--- src/rtl/cpu64_tl_pkg.sv ---
// TileLink-C constants and the L1 eviction engine state type.
package cpu64_tl_pkg;

   // Channel C / D opcodes used by the eviction path.
   localparam logic [2:0] TL_RELEASE      = 3'd6;
   localparam logic [2:0] TL_RELEASE_DATA = 3'd7;
   localparam logic [2:0] TL_RELEASE_ACK  = 3'd6;

   // Shrink/report params.
   localparam logic [2:0] TL_SHRINK_TTOB = 3'd0;
   localparam logic [2:0] TL_SHRINK_TTON = 3'd1;
   localparam logic [2:0] TL_SHRINK_BTON = 3'd2;
   localparam logic [2:0] TL_SHRINK_TTOT = 3'd3;
   localparam logic [2:0] TL_SHRINK_BTOB = 3'd4;
   localparam logic [2:0] TL_SHRINK_NTON = 3'd5;

   // Line permission encodings held in the L1 tag array.
   localparam logic [1:0] PERM_N = 2'd0;
   localparam logic [1:0] PERM_B = 2'd1;
   localparam logic [1:0] PERM_T = 2'd2;

   // 64-byte line moved as 8 beats of 64 bits.
   localparam int         LINE_BEATS   = 8;
   localparam int         LINE_OFF_W   = 6;
   localparam logic [2:0] TL_SIZE_LINE = 3'd6;

   typedef enum logic [2:0] {
      EV_IDLE,
      EV_RD,
      EV_SEND,
      EV_WAIT_ACK,
      EV_FIN
   } evict_state_e;

endpackage

--- src/rtl/cpu64_l1_evict.sv ---
// L1 victim eviction engine: releases the PLRU victim line on TileLink-C,
// waits for ReleaseAck, then invalidates the way and reports completion.
//
//   state    | meaning
//   ---------+-----------------------------------------------------------
//   IDLE     | ready for a request; request fields captured on accept
//   RD       | one-cycle read strobe to the data array for the current beat
//   SEND     | C beat presented, fields held until c_ready_i
//   WAIT_ACK | waiting for a ReleaseAck with our source id on D
//   FIN      | one cycle: done pulse, plus invalidate if the line was live
module cpu64_l1_evict
   import cpu64_tl_pkg::*;
#(
   parameter int INDEX_W   = 5,
   parameter int ADDR_W    = 32,
   parameter int TAG_W     = ADDR_W - INDEX_W - LINE_OFF_W,
   parameter int SOURCE_ID = 0
) (
   input  logic               clk_i,
   input  logic               rst_i,
   input  logic               req_valid_i,
   output logic               req_ready_o,
   input  logic [INDEX_W-1:0] req_set_i,
   input  logic [2:0]         req_way_i,
   input  logic [TAG_W-1:0]   req_tag_i,
   input  logic               req_line_valid_i,
   input  logic               req_dirty_i,
   input  logic [1:0]         req_perm_i,
   output logic               rd_en_o,
   output logic [INDEX_W-1:0] rd_set_o,
   output logic [2:0]         rd_way_o,
   output logic [2:0]         rd_beat_o,
   input  logic [63:0]        rd_data_i,
   output logic               c_valid_o,
   input  logic               c_ready_i,
   output logic [2:0]         c_opcode_o,
   output logic [2:0]         c_param_o,
   output logic [2:0]         c_size_o,
   output logic [3:0]         c_source_o,
   output logic [ADDR_W-1:0]  c_address_o,
   output logic [63:0]        c_data_o,
   input  logic               d_valid_i,
   output logic               d_ready_o,
   input  logic [2:0]         d_opcode_i,
   input  logic [3:0]         d_source_i,
   output logic               inval_o,
   output logic [INDEX_W-1:0] inval_set_o,
   output logic [2:0]         inval_way_o,
   output logic               done_o,
   output logic               busy_o
);

   evict_state_e       state_q, state_d;
   logic [INDEX_W-1:0] set_q;
   logic [2:0]         way_q;
   logic [TAG_W-1:0]   tag_q;
   logic               dirty_q;
   logic [1:0]         perm_q;
   logic               inval_q;
   logic [2:0]         beat_q;
   logic [63:0]        data_q;
   logic               fresh_q;

   logic req_fire;
   logic c_fire;
   logic last_beat;
   logic ack_match;

   assign req_fire  = (state_q == EV_IDLE) && req_valid_i;
   assign c_fire    = (state_q == EV_SEND) && c_ready_i;
   assign last_beat = (beat_q == 3'(LINE_BEATS - 1));
   assign ack_match = (d_opcode_i == TL_RELEASE_ACK) && (d_source_i == 4'(SOURCE_ID));

   // state register
   always_ff @(posedge clk_i) begin
      if (rst_i) state_q <= EV_IDLE;
      else       state_q <= state_d;
   end

   // request capture, beat counter and beat data register
   always_ff @(posedge clk_i) begin
      if (rst_i) begin
         set_q   <= '0;
         way_q   <= '0;
         tag_q   <= '0;
         dirty_q <= 1'b0;
         perm_q  <= PERM_N;
         inval_q <= 1'b0;
         beat_q  <= '0;
         data_q  <= '0;
         fresh_q <= 1'b0;
      end else begin
         if (req_fire) begin
            set_q   <= req_set_i;
            way_q   <= req_way_i;
            tag_q   <= req_tag_i;
            dirty_q <= req_dirty_i;
            perm_q  <= req_perm_i;
            inval_q <= req_line_valid_i && (req_perm_i != PERM_N);
            beat_q  <= '0;
         end else if (c_fire && dirty_q && !last_beat) begin
            beat_q <= beat_q + 3'd1;
         end
         // Array data arrives the cycle after the strobe; keep it for stalls.
         fresh_q <= (state_q == EV_RD);
         if (fresh_q) data_q <= rd_data_i;
      end
   end

   // next state and outputs; bus fields are zero whenever their strobe is low
   always_comb begin
      state_d     = state_q;
      req_ready_o = 1'b0;
      rd_en_o     = 1'b0;
      rd_set_o    = '0;
      rd_way_o    = '0;
      rd_beat_o   = '0;
      c_valid_o   = 1'b0;
      c_opcode_o  = '0;
      c_param_o   = '0;
      c_size_o    = '0;
      c_source_o  = '0;
      c_address_o = '0;
      c_data_o    = '0;
      d_ready_o   = 1'b0;
      inval_o     = 1'b0;
      inval_set_o = '0;
      inval_way_o = '0;
      done_o      = 1'b0;
      busy_o      = (state_q != EV_IDLE);
      unique case (state_q)
         EV_IDLE: begin
            req_ready_o = 1'b1;
            if (req_valid_i) begin
               if (!req_line_valid_i || (req_perm_i == PERM_N)) state_d = EV_FIN;
               else if (req_dirty_i)                            state_d = EV_RD;
               else                                             state_d = EV_SEND;
            end
         end
         EV_RD: begin
            rd_en_o   = 1'b1;
            rd_set_o  = set_q;
            rd_way_o  = way_q;
            rd_beat_o = beat_q;
            state_d   = EV_SEND;
         end
         EV_SEND: begin
            c_valid_o   = 1'b1;
            c_opcode_o  = dirty_q ? TL_RELEASE_DATA : TL_RELEASE;
            c_param_o   = (perm_q == PERM_T) ? TL_SHRINK_TTON :
                          (perm_q == PERM_B) ? TL_SHRINK_BTON : TL_SHRINK_NTON;
            c_size_o    = TL_SIZE_LINE;
            c_source_o  = 4'(SOURCE_ID);
            c_address_o = {tag_q, set_q, {LINE_OFF_W{1'b0}}};
            // First SEND cycle after a read forwards the array output directly.
            if (dirty_q) c_data_o = fresh_q ? rd_data_i : data_q;
            if (c_ready_i) state_d = (dirty_q && !last_beat) ? EV_RD : EV_WAIT_ACK;
         end
         EV_WAIT_ACK: begin
            d_ready_o = ack_match;
            if (d_valid_i && ack_match) state_d = EV_FIN;
         end
         EV_FIN: begin
            done_o = 1'b1;
            if (inval_q) begin
               inval_o     = 1'b1;
               inval_set_o = set_q;
               inval_way_o = way_q;
            end
            state_d = EV_IDLE;
         end
         default: state_d = EV_IDLE;
      endcase
   end

endmodule

--- config.mk ---
export PLATFORM = sky130hd
export DESIGN_NAME = cpu64_l1_evict
export DESIGN_NICKNAME = d
export VERILOG_FILES = /design/src/rtl/cpu64_tl_pkg.sv /design/src/rtl/cpu64_l1_evict.sv
export SDC_FILE = /design/constraint.sdc
export NUM_CORES = 1
export LEC_CHECK = 0
export ABC_AREA = 1
export CELL_PAD_IN_SITES_DETAIL_PLACEMENT = 0
export CELL_PAD_IN_SITES_GLOBAL_PLACEMENT = 2
export CORE_AREA = 2 2 154 156
export CTS_CLUSTER_SIZE = 24
export DETAILED_ROUTE_END_ITERATION = 8
export DIE_AREA = 0 0 156 158
export PLACE_DENSITY = 0.84
export SLEW_MARGIN = 5
export SYNTH_ARGS = -nofsm -noshare
export SYNTH_HDL_FRONTEND = slang
export SYNTH_SLANG_ARGS = --single-unit
--- constraint.sdc ---
create_clock -name clk_i -period 1.6 [get_ports clk_i]
set_input_delay 0.24 -clock clk_i [delete_from_list [all_inputs] [get_ports clk_i]]
set_output_delay 0.24 -clock clk_i [all_outputs]
set_load 0.005 [all_outputs]
After elaboration in Yosys (flattened, before gate mapping)
Index checks and enable logic that the tools add are counted.
{"block": "op_classes", "add_sub_neg": 1, "n_eq_ne": 11, "mux": 31, "reduce_logical": 18}
{"cell": "$mux 64", "count": 3}
{"cell": "$mux 3", "count": 13}
{"cell": "$mux 32", "count": 1}
{"cell": "$mux 5", "count": 3}
{"cell": "$pmux 3 s4", "count": 1}
{"cell": "$eq 3x3->1 const B", "count": 3}
{"cell": "$logic_and 1x1->1", "count": 8}
{"cell": "$mux 1", "count": 8}
{"cell": "$eq 3x2->1 const B", "count": 2}
{"cell": "$ne 2x2->1 const B", "count": 3}
{"cell": "$logic_not 4->1", "count": 1}
{"cell": "$mux 2", "count": 2}
{"cell": "$add 3x1->3 const B", "count": 1}
{"cell": "$eq 3x1->1 const B", "count": 1}
{"cell": "$logic_not 3->1", "count": 1}
{"cell": "$reduce_and 3->1", "count": 1}
{"cell": "$reduce_bool 3->1", "count": 1}
{"cell": "$eq 2x1->1 const B", "count": 1}
{"cell": "$eq 2x2->1 const B", "count": 1}
{"cell": "$logic_not 1->1", "count": 2}
{"cell": "$logic_not 2->1", "count": 1}
{"cell": "$reduce_bool 2->1", "count": 1}
{"cell": "$reduce_or 2->1", "count": 1}
{"cell": "$logic_or 1x1->1", "count": 1}
{"block": "totals", "register_bits": 104, "output_inout_bits": 135, "wordCells": 71}

Logic depth before layout (Yosys ltp)
Gate-level depths: netlist of run 1.
{"block": "logic_depth", "word_depth": 6, "depth_mapped": 10}

Worst setup path before layout of run 1
No wires, ideal clock.
{"block": "synth_timing", "path_type": "reg-to-reg", "from": "reg beat_q[0]", "to": "reg beat_q[0]", "setup_ns": 0.070, "arrival_time_ns": 1.253, "required_time_ns": 1.530, "slack_ns": 0.277, "stages_incl_launch_ff": 8, "synth_period_minus_slack_ns": 1.323, "cell_sequence": "dfxtp_1 -> ha_1 -> ha_1 -> inv_1 -> nand2_1 -> nor3b_1 -> nand2_1 -> a21oi_1"}
{"block": "synth_between", "elab_chain_len": 3, "word_cells_on_any_way": 4}
{"item": "start, declared", "line": "cpu64_l1_evict.sv:60", "rtl": "logic [2:0] beat_q;"}
{"item": "start signal, assigned", "line": "cpu64_l1_evict.sv:102", "rtl": "beat_q <= beat_q + 3'd1;"}
{"item": "branches (longest 3 deep; another with $add 3x1->3)"}
Parallel ways; which one is timed is not known.
A chain may end at the register's enable or synchronous reset.

Final worst setup path of run 1
{"block": "layout_timing", "from": "reg state_q[0]", "to": "out c_data_o[30]"}
{"block": "layout_between", "elab_chain_len": 2}
{"item": "start, declared", "line": "cpu64_l1_evict.sv:53", "rtl": "evict_state_e state_q, state_d;"}
{"item": "start signal, assigned", "line": "cpu64_l1_evict.sv:77", "rtl": "else state_q <= state_d;"}
{"item": "$eq 3x2->1", "line": "cpu64_l1_evict.sv:131", "rtl": "unique case (state_q)"}
{"item": "$mux 64", "line": "cpu64_l1_evict.sv:131"}
{"item": "end, declared", "line": "cpu64_l1_evict.sv:41", "rtl": "output logic [63:0] c_data_o,"}
No other way between the ends.

==> results.ini, run 1 <==
[status]
status=finished with violations
violations=negative setup slack

[final_layout]
drive_above_1_share_pct=42.0
fin_nets=1053
fillers=2301
stdcell_count=1236
area_growth_pct=115
postLayoutCellArea_um2=9770

[place]
placed_area_um2=7740
numPlacedInstances=1151
io_buffers=232
dpl.hpwl_um=10800
gp_congestion=0.692

[job]
maxCapViolCount=0

[power]
p_comb_share_pct=58.5
cellLeakagePower_uw=0.00415
power.density_nw_per_um2=1380
peakVddDrop_v=0.000810
p_clk_share_pct=16.8
power.total_uw=13500
p_seq_share_pct=24.7
p_sw_uw=4870
p_int_uw=8600
sw_frac_of_total_pct=36.1

[route]
drc=0
wl_met2_um=9170
vias_per_cell=4.01
drtAntennaViolNets=0
routed-wl-met3_um=1470
top_layer=met4
vias=4959
dr.pass1.iters=4
wl_met1_um=7100
drt_iter0_markers=158
drt_wl_total_um=17900
wl_per_cell_um=14.5

[clock_tree]
clock-sinks=104
clk_pin_slew_ps=70
cts_max_level=3
postCtsHoldBufs=0
clock_latency_ps=360
numCtsBuffers=9
cts_tree=yes
cts-root-buf=clkbuf_16
cts_buffer_depth=2

[sta]
hold_viol=0
setup_viol=141
skew_ps=7.82
maxSlewHeadroom_pct=66.4
clock.fmax_ghz=0.468
worst_pin_slew_ps=502
report.final.slew_viol_count=0
post-route-period-util_pct=134
rsz0062_at_grt=yes
worst_slack_ps=-538
period_minus_slack_ps=2140

[critical_path]
path_class=register to output port
crit_fanout=12
arrival_ps=1900
r2r_start=state_q[1]
reg2reg_slack_ps=-100
r2r-end=tag_q[6]
required_ps=1360
critPathLaunchType=register
cp-end-kind=output port
worstRegToRegCells=12

[synthesis]
synth_ff_type=dfxtp_1
netlist_instances=576
synthMostInstantiatedCell=nor2_1
synthArstFlopShare_pct=0
ys_warn_count=0
ys_top_cells_by_area=dfxtp_1 (46%), nor2_1 (16%), mux2i_1 (14%)
syn_area_per_cell_um2=7.89
netlist_top_cells_count=nor2_1 (192), dfxtp_1 (104), mux2i_1 (64)
yosys.area.top_type_share_pct=45.8
ys_ff_latch=104
synth_cell_types=26
synth_edf_count=0
synth_area_um2=4550
yosysSeqAreaShare_pct=45.8
yosys.area.top_type=dfxtp_1

[global_routing]
grt_pass1_wl_um=24500
grt_start_max_net_pins=69
antenna_found_initial=1
grt_pass1_vias=4636
overflow=0
globalRouteTotalUtil_pct=12.9

[die]
die_w_um=156
coreArea_um2=23100
initial_utilization_pct=19.7
io_pins=244
die_h_um=158
die_area_um2=24600
core.rowCount=56

[min_path]
hold-path-cell-count=4
holdPathEnd=dirty_q
hold_class=primary input to register
hp-start=rst_i

flip-flops by register name (all words and copies together), names as in the netlist:
| register | flops |
|---|---|
| perm_q | 2 |
| state_q | 3 |
| tag_q | 21 |
| inval_q | 1 |
| way_q | 3 |
| fresh_q | 1 |
| beat_q | 3 |
| dirty_q | 1 |
| set_q | 5 |
| data_q | 64 |
kinds of logic (layout without fill, tap and decap cells):
logic type | after synthesis | count (layout) | share of synthesized area, %
DFF | 104 | 104 | 45.8
and+or+nand+nor | 229 | 230 | 20.0
AOI/OAI and AO/OA | 69 | 69 | 7.65
adders and majority gates | 4 | 4 | 1.10
other | 1 | 12 | 0.0825
buffers and inverters | 105 | 463 | 11.3
muxes | 64 | 64 | 14.1
final cells by class:
class	instances	area (um2)	share of cell area, %
clock inverter	6	57.6	0.589
clock buffer	10	239	2.45
antenna	1	2.50	0.0256
tap	290	363	3.71
inverter	55	230	2.36
multi-input combinational	378	2850	29.1
sequential	104	2090	21.4
timing repair buffer	392	3940	40.4
worst max path at each step:
stage,startpoint,to,cells after the start
CTS,fresh_q,c_data_o[14],5
floorplan,beat_q[0],beat_q[0],7
finish,state_q[0],c_data_o[30],7
detailed placement,state_q[1],inval_way_o[0],6
global route,state_q[2],c_data_o[52],7
global placement,state_q[1],inval_way_o[0],6
cell usage in the layout, fill, tap and decap left out, types with 4 or more instances in the layout:
cell type and instances:
mux2i_1 33, o21ai_2 23, buf_6 54, inv_2 5
buf_4 86, nand2_1 13, o21ai_1 4, dlygate4sd2_1 8
inv_1 46, buf_16 4, nor2_1 145, ha_1 4
conb_1 11, mux2i_2 13, a21oi_2 10, clkdlybuf4s50_1 134
a21oi_1 23, clkbuf_16 16, clkbuf_2 5, dfxtp_1 100
o21ai_4 6, buf_12 18, mux2i_4 18, nor2_4 31
dlymetal6s2s_1 15, buf_8 9, nor2_2 18, buf_2 48
nand3_1 5
through the flow:
step | utilization, % | hold slack, ps | setup TNS (ps) | worst slack (ps)
floorplan | - | 404 | 0 | 277
global placement | 33.6 | 437 | -18610 | -446
detailed placement | 33.6 | 444 | -18290 | -394
CTS | 37.3 | 305 | -39480 | -542
global route | 42.4 | 352 | -41160 | -630
finish | 42.4 | 330 | -29130 | -538
power groups by stage:
stage	clock network [uW]	registers (uW)	logic, uW
6_report	2260	3320	7890
5_1_grt	2470	3370	8430
4_1_cts	2360	3300	5600
3_5_place_dp	0	3350	4130
3_3_place_gp	0	3340	4130
2_1_floorplan	0	3300	2130
what timing repair did:
item                                    in CTS  in global routing
pin swaps                                    8                 28
buffers inserted                            37                 26
resized for setup                          389                237
endpoints found under the setup margin     125                162
gates cloned                                 6                 12
layer usage:
| layer | up-vias | track usage, % |
|---|---|---|
| met3 | 11 | 4.93 |
| met4 | 0 | 3.54 |
| met2 | 160 | 22.1 |
| li1 | 2525 | - |
| met5 | - | 0 |
| met1 | 2263 | 15.1 |
worst max-delay path: stages (launching register included):
cell,delay (ps)
dfxtp_2,330
inv_2,70
nand3_4,100
nor2_4,160
inv_6,90
buf_4,180
nor2_1,100
clkdlybuf4s50_1,500
(Power assumes the default switching activity.)
==> inputs of run 2 (changes only) <==
--- a/config.mk
+++ b/config.mk
@@ -9,6 +9,7 @@
 export CELL_PAD_IN_SITES_DETAIL_PLACEMENT = 0
 export CELL_PAD_IN_SITES_GLOBAL_PLACEMENT = 2
 export CORE_AREA = 2 2 154 156
+export CTS_CLUSTER_DIAMETER = 80
 export CTS_CLUSTER_SIZE = 24
 export DETAILED_ROUTE_END_ITERATION = 8
 export DIE_AREA = 0 0 156 158
==> results of run 2 <==
No change in the layout: final DEF, timing and power equal those of run 1.
==> patch (config.mk and constraints of run 1) <==
Change the parameter `ADDR_W` from 32 to 48.
--- a/src/rtl/cpu64_l1_evict.sv
+++ b/src/rtl/cpu64_l1_evict.sv
@@ -14,3 +14,3 @@
    parameter int INDEX_W   = 5,
-   parameter int ADDR_W    = 32,
+   parameter int ADDR_W    = 48,
    parameter int TAG_W     = ADDR_W - INDEX_W - LINE_OFF_W,
Interface: changed (resized c_address_o and req_tag_i); port bits go from 244 to 276. No check against the original RTL was run, so the function may have changed too.
==> patch against run 1 <==
  * Largest power group unchanged
  * Routed wire length increased by 15%
  * Critical endpoint is now c_data_o[12]
  * Register-to-register slack got worse by 0.09 ns
  * Worst setup slack improved by 0.21 ns
  * Sequential cell count up 16
  * Design area increased by 12%
  * Power rose by 20%
  * Worst hold slack worse by 0.028 ns
  * Combinational power grew 4.6%
  * The flow still finishes with violations (negative setup slack)
  * Synthesized cell count rose by 16%
  * Core utilization rose by 5.1 points
  * Area after synthesis increased by 14%
==> patch: results (changes against run 1) <==
[sta]
setup_viol=193  ; +37%
fin_ws_ns=-0.330  ; +0.207 ns

[synth]
synth_cell_types=25  ; -3.8%
yosys-top-cells-area=dfxtp_1 (46%), nor2_1 (15%), mux2i_1 (12%)
synth_common_cells=nor2_1 (210), dfxtp_1 (120), inv_1 (69)
ys_seq_area_share_pct=46.3  ; +0.52 points

[power]
ir_worst_vdd_mv=0.634  ; -22%
p_sw_share_pct=33.8  ; -2.3 points

[run_status]
violations=negative setup slack
status=finished, violations left

[placed_design]
place.gp.congestion=0.774  ; +12%
placed_area_um2=8870  ; +15%
dpl.cell_count=1283  ; +11%
port_buffers=264  ; +14%

[final_layout]
top_regs=data_q (64), tag_q (37), set_q (5)
layout-drive-gt1-share_pct=49.6  ; +7.6 points
antenna_cells=0  ; -1

[detailed_routing]
wl_um=20500  ; +15%
drt_iter0_drc=125  ; -21%
dr_total_vias=5731  ; +16%

[global_route]
grt_pass1_wl_um=29100  ; +19%
grt_pass1_vias=5402  ; +17%
antenna_found_initial=0  ; -1

[critical_path]
r2r_cells=13  ; +1

[clock_network]
numCtsBuffers=17  ; +8

[patch: worst paths after layout]
| path | start | endpoint | slack, ns |
|---|---|---|---|
| hold reg to reg | tag_q[33] | tag_q[33] | 0.46 |
| setup reg to reg | state_q[1] | tag_q[13] | -0.19 |
| setup / recovery | fresh_q | c_data_o[12] | -0.33 |
| hold / removal | rst_i | data_q[15] | 0.30 |
[patch: cell families after synthesis]
group / synth area share [%]
simple gates: 18.7
buf+inv: 11.6
fa+ha+maj: 0.965
mux: 12.4
flops: 46.3
compound gates: 9.99
other cells: 0.0723
[patch: routing by layer]
| layer | vias to the layer above | part of all wire (%) |
|---|---|---|
| met2 | 207 | 48 |
| met4 | 0 | 1.2 |
| met5 | - | 0 |
| li1 | 2892 | - |
| met3 | 14 | 7.9 |
| met1 | 2618 | 43 |
[patch: layout make-up]
class	count	area, um2	share of cell area, %
tap	290	363	3.32
multi-input combinational	427	3150	28.8
clock inverter	11	146	1.34
sequential	120	2410	22.1
clock buffer	21	460	4.21
timing repair buffer	432	4110	37.6
inverter	72	289	2.64
[patch: power by group through the flow]
stage | logic [W] | registers, W | clock network (W)
floorplan | 0.00243 | 0.00387 | 0
global placement | 0.00503 | 0.00389 | 0
detailed placement | 0.00503 | 0.00392 | 0
CTS | 0.00617 | 0.00389 | 0.00409
global route | 0.00886 | 0.00398 | 0.00422
finish | 0.00825 | 0.00391 | 0.00396
[patch: timing repair]
item                       in CTS  in global routing
setup endpoints to repair     140                193
pin swaps                      12                 36
setup buffers                  29                 17
gates resized for setup       541                329
cloned                          6                 10
[patch: worst max-delay path: stages (launching register included)]
cell and delay (ns):
dfxtp_4 0.40, buf_12 0.18, buf_4 0.14, mux2i_1 0.35, nor2_4 0.07, buf_2 0.14
